**config.mk**
```make
export PLATFORM = sky130hd
export DESIGN_NAME = lvds_tx_framer_flat
export DESIGN_NICKNAME = d
export VERILOG_FILES = /design/src/rtl/lvds_tx_pkg.sv /design/src/rtl/lvds_tx_framer_if.sv /design/src/rtl/lvds_tx_beat_cnt.sv /design/src/rtl/lvds_tx_framer.sv /design/src/flat_wrapper.sv
export SDC_FILE = /design/constraint.sdc
export NUM_CORES = 1
export LEC_CHECK = 0
export ABC_AREA = 1
export CORE_ASPECT_RATIO = 2
export CORE_MARGIN = 10
export CORE_UTILIZATION = 42
export DETAILED_ROUTE_END_ITERATION = 12
export HOLD_SLACK_MARGIN = 0.06
export PLACE_DENSITY_LB_ADDON = 0.15
export SETUP_SLACK_MARGIN = 0.15
export SYNTH_ARGS = -nofsm -noshare
export SYNTH_HDL_FRONTEND = slang
export SYNTH_HIERARCHICAL = 1
export SYNTH_SLANG_ARGS = --single-unit
```
**constraint.sdc**
```tcl
create_clock -name clk_div -period 8 [get_ports clk_div]
set_input_delay 2.4 -clock clk_div [delete_from_list [all_inputs] [get_ports clk_div]]
set_output_delay 2.4 -clock clk_div [all_outputs]
set_load 0.005 [all_outputs]
```
**src/rtl/lvds_tx_pkg.sv**
```systemverilog
// Shared definitions for the LVDS transmit framer: link width, FSM states,
// default lane patterns and the lane-replication helper.
package lvds_tx_pkg;

  localparam int DB_W  = 16;
  localparam int BUS_W = DB_W * 8;

  localparam logic [7:0] TRAIN_PAT_DEF = 8'hA5;
  localparam logic [7:0] SYNC_PAT_DEF  = 8'hBC;
  localparam logic [7:0] IDLE_PAT_DEF  = 8'h00;

  typedef enum logic [1:0] {
    ST_TRAIN,
    ST_SYNC,
    ST_DATA
  } state_t;

  function automatic logic [BUS_W-1:0] rep_lane(input logic [7:0] lane_byte);
    return {DB_W{lane_byte}};
  endfunction

endpackage

```
**src/rtl/lvds_tx_framer_if.sv**
```systemverilog
// Upstream beat stream into the framer: valid/ready handshake carrying one
// parallel word (byte i -> lane i) and an end-of-frame marker.
interface lvds_tx_framer_if;
  import lvds_tx_pkg::*;

  logic             valid;
  logic             ready;
  logic [BUS_W-1:0] data;
  logic             last;

  modport master (output valid, data, last, input ready);
  modport slave  (input valid, data, last, output ready);

endinterface

```
**src/rtl/lvds_tx_beat_cnt.sv**
```systemverilog
// Training-burst beat counter: counts while enabled, flags the last beat of
// a TRAIN_LEN burst and is held at zero while cleared.
module lvds_tx_beat_cnt #(
  parameter int unsigned TRAIN_LEN = 256
) (
  input  logic clk,
  input  logic rst,
  input  logic clr,
  input  logic en,
  output logic tc
);

  logic [15:0] cnt;

  assign tc = (cnt == 16'(TRAIN_LEN - 1));

  // NOTE: sequential state is updated with non-blocking assignments so every
  // register samples pre-edge values regardless of block ordering.
  always_ff @(posedge clk or posedge rst) begin
    if (rst) begin
      cnt <= '0;
    end else if (clr) begin
      cnt <= '0;
    end else if (en) begin
      cnt <= tc ? '0 : cnt + 16'd1;
    end
  end

endmodule

```
**src/rtl/lvds_tx_framer.sv**
```systemverilog
// LVDS transmit framer in the parallel-word domain: link training, per-frame
// sync beats, idle fill and frame accounting ahead of the serializer.
module lvds_tx_framer
  import lvds_tx_pkg::*;
#(
  parameter int unsigned TRAIN_LEN = 256,
  parameter logic [7:0]  TRAIN_PAT = TRAIN_PAT_DEF,
  parameter logic [7:0]  SYNC_PAT  = SYNC_PAT_DEF,
  parameter logic [7:0]  IDLE_PAT  = IDLE_PAT_DEF
) (
  input  logic             clk_div,
  input  logic             rst,
  input  logic             train_req,
  lvds_tx_framer_if.slave  s,
  output logic             tx_dvld,
  output logic [BUS_W-1:0] tx_data,
  output logic             link_up,
  output logic             frm_abort,
  output logic [15:0]      frm_cnt
);

  state_t state;
  logic   frame_open;
  logic   cnt_tc;
  logic   in_train;
  logic   accept;

  assign in_train = (state == ST_TRAIN);
  assign s.ready  = (state == ST_DATA) & ~train_req;
  assign accept   = s.valid & s.ready;

  // Counter sits at zero outside TRAIN, so every burst starts from beat 0.
  lvds_tx_beat_cnt #(.TRAIN_LEN(TRAIN_LEN)) u_beat_cnt (
    .clk (clk_div),
    .rst (rst),
    .clr (~in_train),
    .en  (in_train),
    .tc  (cnt_tc)
  );

  always_ff @(posedge clk_div or posedge rst) begin
    if (rst) begin
      state      <= ST_TRAIN;
      frame_open <= 1'b0;
      tx_dvld    <= 1'b0;
      tx_data    <= rep_lane(IDLE_PAT);
      link_up    <= 1'b0;
      frm_abort  <= 1'b0;
      frm_cnt    <= '0;
    end else begin
      frm_abort <= 1'b0;
      tx_dvld   <= 1'b0;
      tx_data   <= rep_lane(IDLE_PAT);
      unique case (state)
        ST_TRAIN: begin
          tx_data <= rep_lane(TRAIN_PAT);
          if (cnt_tc) state <= ST_SYNC;
        end
        ST_SYNC: begin
          if (train_req) begin
            state   <= ST_TRAIN;
            link_up <= 1'b0;
          end else begin
            tx_data <= rep_lane(SYNC_PAT);
            state   <= ST_DATA;
          end
        end
        ST_DATA: begin
          if (train_req) begin
            state      <= ST_TRAIN;
            link_up    <= 1'b0;
            frm_abort  <= frame_open;
            frame_open <= 1'b0;
          end else begin
            // Link is declared up only once the SYNC beat is already on the wire.
            link_up <= 1'b1;
            if (accept) begin
              tx_data <= s.data;
              tx_dvld <= 1'b1;
              if (s.last) begin
                frm_cnt    <= frm_cnt + 16'd1;
                frame_open <= 1'b0;
                state      <= ST_SYNC;
              end else begin
                frame_open <= 1'b1;
              end
            end
          end
        end
        default: state <= ST_TRAIN;
      endcase
    end
  end

endmodule

```
**src/flat_wrapper.sv**
```systemverilog
// flat-port wrapper written by rule: the top's interface ports become plain ports
module lvds_tx_framer_flat import lvds_tx_pkg::*;
#(
  parameter int unsigned TRAIN_LEN = 256,
  parameter logic [7:0]  TRAIN_PAT = TRAIN_PAT_DEF,
  parameter logic [7:0]  SYNC_PAT  = SYNC_PAT_DEF,
  parameter logic [7:0]  IDLE_PAT  = IDLE_PAT_DEF
)
  (clk_div, rst, train_req, tx_dvld, tx_data, link_up, frm_abort, frm_cnt, s_valid, s_data, s_last, s_ready);
  lvds_tx_framer_if s_i ();
  input  logic clk_div;
  input  logic rst;
  input  logic train_req;
  output logic tx_dvld;
  output logic [BUS_W-1:0] tx_data;
  output logic link_up;
  output logic frm_abort;
  output logic [15:0] frm_cnt;
  input wire logic [$bits(s_i.valid)-1:0] s_valid;
  input wire logic [$bits(s_i.data)-1:0] s_data;
  input wire logic [$bits(s_i.last)-1:0] s_last;
  output wire logic [$bits(s_i.ready)-1:0] s_ready;
  assign s_i.valid = s_valid;
  assign s_i.data = s_data;
  assign s_i.last = s_last;
  assign s_ready = s_i.ready;
  lvds_tx_framer #(.TRAIN_LEN(TRAIN_LEN), .TRAIN_PAT(TRAIN_PAT), .SYNC_PAT(SYNC_PAT), .IDLE_PAT(IDLE_PAT)) u_core (.clk_div(clk_div), .rst(rst), .train_req(train_req), .s(s_i), .tx_dvld(tx_dvld), .tx_data(tx_data), .link_up(link_up), .frm_abort(frm_abort), .frm_cnt(frm_cnt));
endmodule
```
==> impl_results.md <==
* Biggest fanout along the worst timing path at 4
* Worst min path class: reg -> reg
* Router iterations before antenna repair at 6
* Number of violations reported at the end of detailed-routing iteration 0 at 195
* Startpoint types: primary input
* Met3 routed wirelength at 1680 um
* Mean cell area of the mapped netlist at 9.35 um^2
* Max-slew headroom at the worst pin at 0.309
* Cell area after technology mapping at 0.00646 mm^2
* Max_cap viols at 0
* Share of layout cells above drive strength 1 at 0.0630
* Number of antenna-violating nets in the routed design at 0
* Required time at the worst-slack endpoint at about 5.6 ns
* Area growth from synthesis to layout at 55.1%
* Maximum number of pins on one net before global-route repair at between 80 and 90
* Number of different library cells in the post-synthesis netlist at 32
* DR DRC count at 0
* Commonest non-fill, non-tap cells in the layout: sky130_fd_sc_hd__clkdlybuf4s50_1, sky130_fd_sc_hd__nand2_1, sky130_fd_sc_hd__dfrtp_1, sky130_fd_sc_hd__nor2_1, sky130_fd_sc_hd__inv_1
* Combinational Power Share at 0.213
* Final setup violation count at 0
* Mean number of vias per cell at 4.64
* Cell-internal power at about 1.7 mW
* Critical path class: in -> out
* H-Tree Level Count at 4
* Largest clock skew in the final design at 0.00654 ns
* Status: complete, no violations
* Post-synth net total at just over 800
* Initial core utilization at 0.425
* Standard cell with the maximum stage delay on the critical path: sky130_fd_sc_hd__clkdlybuf4s50_1
* Vias in the first global route at 5385
* Top cell type by total area after synthesis: sky130_fd_sc_hd__dfrtp_1
* Critical Path AT at 3.64 ns
* GR Overflow Total at 0
* Unrepaired setup endpoints after global routing: no
* Share of power burned in registers at 0.436
* Share of the yosys chip area belonging to registers at 0.643
* Wire length of the first global-routing pass at 31500 um
* Register clock-pin slew on the reported worst setup and hold paths at 0.06 ns
* Switching pwr at 0.612 mW
* Peak supply drop at 0.150 mV
* Number of buffer and inverter instances along the worst setup path at 2
* Die Footprint at 0.0210 mm^2
* Top Metal Used: met4
* Switching share of power at 0.264
* Aggregate negative setup slack at 0 ns
* Deepest clock path buffer count at 2
* Number of gates resized after cts at 0
* Cell repeated most along the worst path: sky130_fd_sc_hd__clkdlybuf4s50_1
* Part of the cycle the worst path needs at 0.755
* Leading cell type in the layout, fill and taps excluded: sky130_fd_sc_hd__clkdlybuf4s50_1
* Routed WL per cell at between 15 and 20 um
* Die height at 195 um
* Wire length reported by the detailed router at 21300 um
* Number of slew-limit violations in the final report at 0
* Time the final worst path needs with I/O delays and setup at 6.04 ns
* Actual transition at the worst max-transition pin at ~1.0 ns
* Wire length on met1 at around 7300 um
* HPWL Detailed at 16300 um
* #FFs+latches synth at around 170
* Clock insertion delay at the later pin of the skew report at 0.42 ns
* Cts bufs inserted at 17
* Total of warnings raised by yosys at 6
* Clock network power share at 0.351
* Leakage at 4.49 nW
* # nets final at 1106
* Core region area at around 0.015 mm^2
* GRT Resource Usage Total at 0.198
* Met2 wire length at 11900 um
* Placement Rows at 64
* Final hold violation count at 0
* Crit. End Element: output port
* Number of buffers added on ports at 280
* Delay-heaviest family, CP: buffers and inverters
* Number of antenna violations at the first check in global routing at 3
* Gate count after technology mapping at 691
* Number of sinks driven by the clock tree at around 170
* Post-CTS Hold Buffers at 0
* Root cell of the clock tree: sky130_fd_sc_hd__clkbuf_16
* Buffers inserted by post-CTS timing repair at 0
* Final Core Density at 0.658
* CTS tree: done
* Die boundary width at 108 um
* Number of placed I/O pins at between 200 and 300
* Delay of the slowest cell on the worst path at 0.56 ns
* Largest cells by area after synthesis: sky130_fd_sc_hd__dfrtp_1, sky130_fd_sc_hd__nand2_1, sky130_fd_sc_hd__nor2_1, sky130_fd_sc_hd__inv_1, sky130_fd_sc_hd__nand3_1
* Number of vias after detailed routing at 5498
* Yosys top cell area share at 0.643
* Weighted congestion at the end of routability-driven global placement at 0.829
* Ordered cell list for the critical path: clkdlybuf4s50_1 > nor2_1 > clkdlybuf4s50_1
* Highest clock frequency the design can meet at 166 MHz
* Power per Cell Area at roughly 230 mW/mm^2
-- per-layer routing --
layer  GRT usage  vias up
li1            -     2653
met1       0.194     2613
met2       0.370      209
met3      0.0627       23
met4      0.0756        0
met5           0        -
-- metrics by stage --
| step | hold WS [ns] | setup slack, ns | cells | total power [mW] | instance area (um^2) |
|---|---|---|---|---|---|
| 2_1_floorplan | 0.481 | 1.56 | 691 | 1.19 | 6460 |
| 5_1_grt | 0.536 | 1.89 | 1185 | 2.42 | 10000 |
| 6_report | 0.512 | 1.96 | 1185 | 2.31 | 10000 |
| 4_1_cts | 0.520 | 1.96 | 1182 | 2.35 | 10000 |
| 3_5_place_dp | 0.507 | 1.96 | 1150 | 1.52 | 9420 |
| 3_3_place_gp | 0.503 | 2.01 | 1150 | 1.51 | 9420 |
-- final timing paths --
path	start	to	slack, ns	cells after the start
min	u_core/frame_open	u_core/frm_abort	0.51	2
max in group asynchronous	rst	u_core/tx_data[118]	4.12	3
min in group asynchronous	rst	u_core/u_beat_cnt/cnt[3]	2.49	2
max reg2reg	u_core/state[1]	u_core/u_beat_cnt/cnt[6]	4.65	7
min reg2reg	u_core/frame_open	u_core/frm_abort	0.51	2
max	train_req	s_ready	1.96	3
-- cells in the mapped netlist (all sizes together) --
cell type / instances
nor2: 84
a21oi: 7
nand2: 279
xor2: 7
o22ai: 2
nor3: 4
o21ai: 12
o21bai: 3
clkbuf: 5
nand3: 17
ha: 2
clkinv: 1
dfrtp: 166
buf: 18
inv: 67
nand4: 10
xnor2: 5
nand3b: 2
-- area by class of cell --
type,count,area (um^2)
Timing Repair Buffer,284,2830
Inverter,68,263
Tap cell,198,248
Clock buffer,19,443
Clock inverter,13,146
Sequential cell,166,4150
Antenna cell,3,7.51
Fill cell,1268,5200
Multi-Input combinational cell,434,1920
-- power by group through the flow --
stage / sequential [mW] / combinational, mW / clock, mW
2_1_floorplan: 1.03 / 0.156 / 0
3_3_place_gp: 1.02 / 0.492 / 0
3_5_place_dp: 1.02 / 0.500 / 0
4_1_cts: 1.01 / 0.503 / 0.832
5_1_grt: 1.02 / 0.535 / 0.862
6_report: 1.01 / 0.493 / 0.812
-- kinds of logic after synthesis --
group / after synthesis / share of synthesized area
fa+ha+maj: 2 / 0.00387
compound gates: 24 / 0.0225
flops: 166 / 0.643
buf+inv: 91 / 0.0602
xor+xnor: 12 / 0.0163
simple gates: 396 / 0.254
-- worst min-delay path, delay by kind of cell (launching register included) --
kind	cells	cell delay (ns)
buffers and inverters	1	0.07
DFF	1	0.36
and+or+nand+nor	1	0.05
-- sequential cells by signal, summed over array words and instances (netlist names) --
| register | flops |
|---|---|
| u_core/frame_open | 1 |
| u_core/frm_abort | 1 |
| u_core/frm_cnt | 16 |
| u_core/link_up | 1 |
| u_core/state | 2 |
| u_core/tx_data | 128 |
| u_core/tx_dvld | 1 |
| u_core/u_beat_cnt/cnt | 16 |
Power figures use the tool's default switching activity.
==> variant 1: new RTL, same settings <==
Make the reset (`rst`) synchronous in 2 clocked blocks.
--- a/src/rtl/lvds_tx_beat_cnt.sv
+++ b/src/rtl/lvds_tx_beat_cnt.sv
@@ -17,5 +17,5 @@
   // NOTE: sequential state is updated with non-blocking assignments so every
   // register samples pre-edge values regardless of block ordering.
-  always_ff @(posedge clk or posedge rst) begin
+  always_ff @(posedge clk) begin
     if (rst) begin
       cnt <= '0;
--- a/src/rtl/lvds_tx_framer.sv
+++ b/src/rtl/lvds_tx_framer.sv
@@ -39,5 +39,5 @@
   );
 
-  always_ff @(posedge clk_div or posedge rst) begin
+  always_ff @(posedge clk_div) begin
     if (rst) begin
       state      <= ST_TRAIN;
Formal check against the unedited RTL: differs if rst is asserted again (counterexample within 4 cycles, from zero or initial values and one cycle with rst high); with rst held inactive, the same outputs for 10 cycles.
==> variant 1 against the unedited design <==
- setup slack lost 0.028 ns
- maximum frequency shrank 0.46%
- wire length shrank 2.5%
- first-iteration DRC count grew 63%
- sequential cell count is the same
- via count grew 3.7%
- global-route usage grew 0.50 points
- sequential share of layout area shrank 6.2 points
- area after synthesis shrank 6.4%
- critical path depth is the same
- final area shrank 5.9%
Power is not compared: it rests on default switching activity, and its combinational part moved more than twofold at a synthesized area within 25%.
==> variant 1: results (changes against the unedited design) <==
worst reg2reg path endpoint=u_core/tx_data[114]$_SDFF_PP0_; clock tree cell share of total cell area=0.0658 (+0.00699); metal2 WL=11200 um (-5.9%); met2 Use GR=0.366 (-0.00400); worst rel slew slack=0.333 (+0.0242); Async S/R FF share, synth=0 (-1.00); footprint of the multi-input gates=2300 sq um (+20%); Wirelength per Cell=18.1 um (+0.44%); RD Place Congestion=0.887 (+7.0%); routed vias=5704 (+3.7%); met3 routed WL=1510 um (-10%); Final nets=1080 (-2.4%); xor and xnor area share after synthesis=0.0145 (-0.00179); Synth Area in Compound Gates=0.0993 (+0.0768); Buffers, non-clock=283 (-0.35%); register area=3320 sq um (-20%); vias in the first global route=5526 (+2.6%); GR Util met1=0.221 (+0.0276); Tot GR Track Use=0.203 (+0.00495); Multi-Input Combinational=445 (+2.5%); filler cell count=1235 (-2.6%); post-synth cell types=31 (-3.1%); DRT iter0 DRCs=318 (+63%); initial antenna violation count=0 (-3); met3 Use GR=0.0668 (+0.00409); Crit Path Max Fanout=3 (-1); Top FF cell, synth=dfxtp_1; largest net degree at the start of global routing=100 (+18%); worst r2r src=u_core/state[1]$_SDFFE_PP0P_; clk_skew=0.00650 ns (-0.0000382 ns); TritonRoute pass-1 iters=4 (-2); synth top area cells=dfxtp_1, nand3_1, a21oi_1; status=finished clean; ratio of cells with drive above 1 in the final layout=0.0626 (-0.000378); DRT met1 WL=7770 um (+6.5%); post-DP HPWL=15200 um (-6.4%)
[variant 1: cell count changes after synthesis, sizes merged, moves of 5 or more]
| cell | unedited run | this run |
|---|---|---|
| a21oi | 7 | 110 |
| nor2 | 84 | 72 |
| dfrtp | 166 | 0 |
| nand2 | 279 | 71 |
| nor3b | 0 | 32 |
| dfxtp | 0 | 166 |
| nor3 | 4 | 9 |
| o21ai | 12 | 7 |
| clkbuf | 5 | 26 |
| buf | 18 | 24 |
| inv | 67 | 32 |
| nand3 | 17 | 120 |
[variant 1: metrics by stage]
step                std cells  area [sq um]  total power [W]
global route             1150          9430          0.00191
floorplan                 693          6050         0.000905
detailed placement       1118          8810          0.00102
finish                   1150          9430          0.00185
CTS                      1150          9430          0.00187
global placement         1118          8810          0.00101
[variant 1: report_power, final]
part | switching (W) | internal, W
Combinational | 0.0000506 | 0.0000937
Clock | 0.000337 | 0.000513
Sequential | 0.00000660 | 0.000846
Total | 0.000394 | 0.00145
==> variant 2: new RTL, config.mk and constraints unchanged <==
Made on the original files. The package constant `DB_W` goes from 16 to 14.
--- a/src/rtl/lvds_tx_pkg.sv
+++ b/src/rtl/lvds_tx_pkg.sv
@@ -3,5 +3,5 @@
 package lvds_tx_pkg;
 
-  localparam int DB_W  = 16;
+  localparam int DB_W  = 14;
   localparam int BUS_W = DB_W * 8;
 
Ports: changed (resized s_data and tx_data); port bits go from 281 to 249. No check against the original RTL was run, so the function may have changed too.
==> variant 2 against the unedited design <==
- wire length fell by 9.8%
- utilization fell by 0.17 points
- setup slack worse by 0.015 ns
- area after synthesis fell by 8.0%
- highest routed layer unchanged
- final area down 8.9%
- combinational power fell by 16%
- critical endpoint unchanged
- largest cell class unchanged
- largest power group unchanged
- count of clock-buffer cells in the layout shrank 2
- sequential cell count fell by 16
- power is 10% lower
- worst hold slack better by 0.011 ns
==> variant 2: results (changes against the unedited design) <==
status=finished clean; xor and xnor area share after synthesis=0.0177 (+0.00142); GR Util met1=0.201 (+0.00714); EDFF count, synth=0 (unchanged); Final min period=6.05 ns (+0.0154 ns); VDD IR-drop max=0.000155 V (+3.9%); top post-synthesis cells by count=nand2_1, dfrtp_1, nor2_1; post-DP HPWL=15000 um (-8.0%); LEAKAGE=4.08 nW (-9.1%); global-route wire length before repair=30400 um (-3.6%); clk_skew=0.00781 ns (+0.00127 ns); adder-cell share of the synthesized area=0.00421 (+0.000337); R2R Setup Slk=5.10 ns (+0.45 ns); Synth Area in Compound Gates=0.0227 (+0.000270); Tot GR Track Use=0.198 (-0.000560); Clk Latency, worst-skew pair=0.41 ns; worst r2r src=u_core/state[0]$_DFFE_PP0P_; RD Place Congestion=0.879 (+6.0%); met2 Use GR=0.376 (+0.00557); DRT iter0 DRCs=197 (+1.0%); ratio of cells with drive above 1 in the final layout=0.0651 (+0.00211); metal2 WL=10900 um (-9.0%); routed vias=5106 (-7.1%); DRT met1 WL=7030 um (-3.7%); synth top area cells=dfrtp_1, nand2_1, nor2_1; P_clk=0.000759 W (-6.5%); Mapped Nets=766 (-7.3%); largest net degree at the start of global routing=74 (-13%); Worst Hold Depth=1 (-1); met3 Use GR=0.0519 (-0.0107); Post-Place Cell Area=8550 sq um (-9.2%); worst-case reg-to-reg path depth=7 (unchanged); I/O Buffers=248 (-11%); Final nets=1013 (-8.4%); post-synthesis sequential area ratio=0.632 (-0.0114); initial antenna violation count=1 (-2); part of the power in registers=0.437 (about the same); Hold Path Origin=u_core/frm_cnt[9]$_DFFE_PP0P_; vias in the first global route=5420 (+0.65%); sw power=0.000563 W (-7.9%); Wirelength per Cell=17.6 um (-2.4%); biggest registers after layout=u_core/tx_data x112, u_core/frm_cnt x16, u_core/u_beat_cnt/cnt x16; Hold Crit Endpoint=u_core/frm_cnt[9]$_DFFE_PP0P_; Place WS=1.95 ns (-0.00948 ns); worst rel slew slack=0.345 (+0.0367); CP delay by family, top=buffers and inverters; post-synth cell types=28 (-13%); TritonRoute pass-1 iters=5 (-1); Top Layer Used=met4; met3 routed WL=940 um (-44%)
[variant 2: cell count changes after synthesis, moves of 4 or more]
cell	unedited run	this run
inv_1	62	58
nand2_1	274	254
buf_1	4	0
buf_4	1	6
nand3_1	15	19
dfrtp_1	166	150
[variant 2: cell families (layout without fill, tap and decap cells)]
group	Yosys count	after routing
AND/OR/NAND/NOR	375	375
flip-flops	150	150
buffers and inverters	86	345
other	0	1
XOR/XNOR	12	12
AO/OA/AOI/OAI	22	22
adder cells (fa/ha/maj)	2	2
[variant 2: cell type report]
type,instances,area (sq um)
Multi-Input combinational cell,411,1820
Inverter,63,244
Antenna cell,1,2.50
Tap cell,189,236
Clock buffer,17,425
Clock inverter,14,140
Sequential cell,150,3750
Fill cell,1205,4770
Timing Repair Buffer,251,2500
[variant 2: stage by stage]
step	power [W]	instances	hold WS, ns
floorplan	0.00107	647	0.481
global placement	0.00133	1064	0.503
detailed placement	0.00134	1064	0.515
CTS	0.00211	1095	0.525
global route	0.00219	1096	0.551
finish	0.00208	1096	0.523
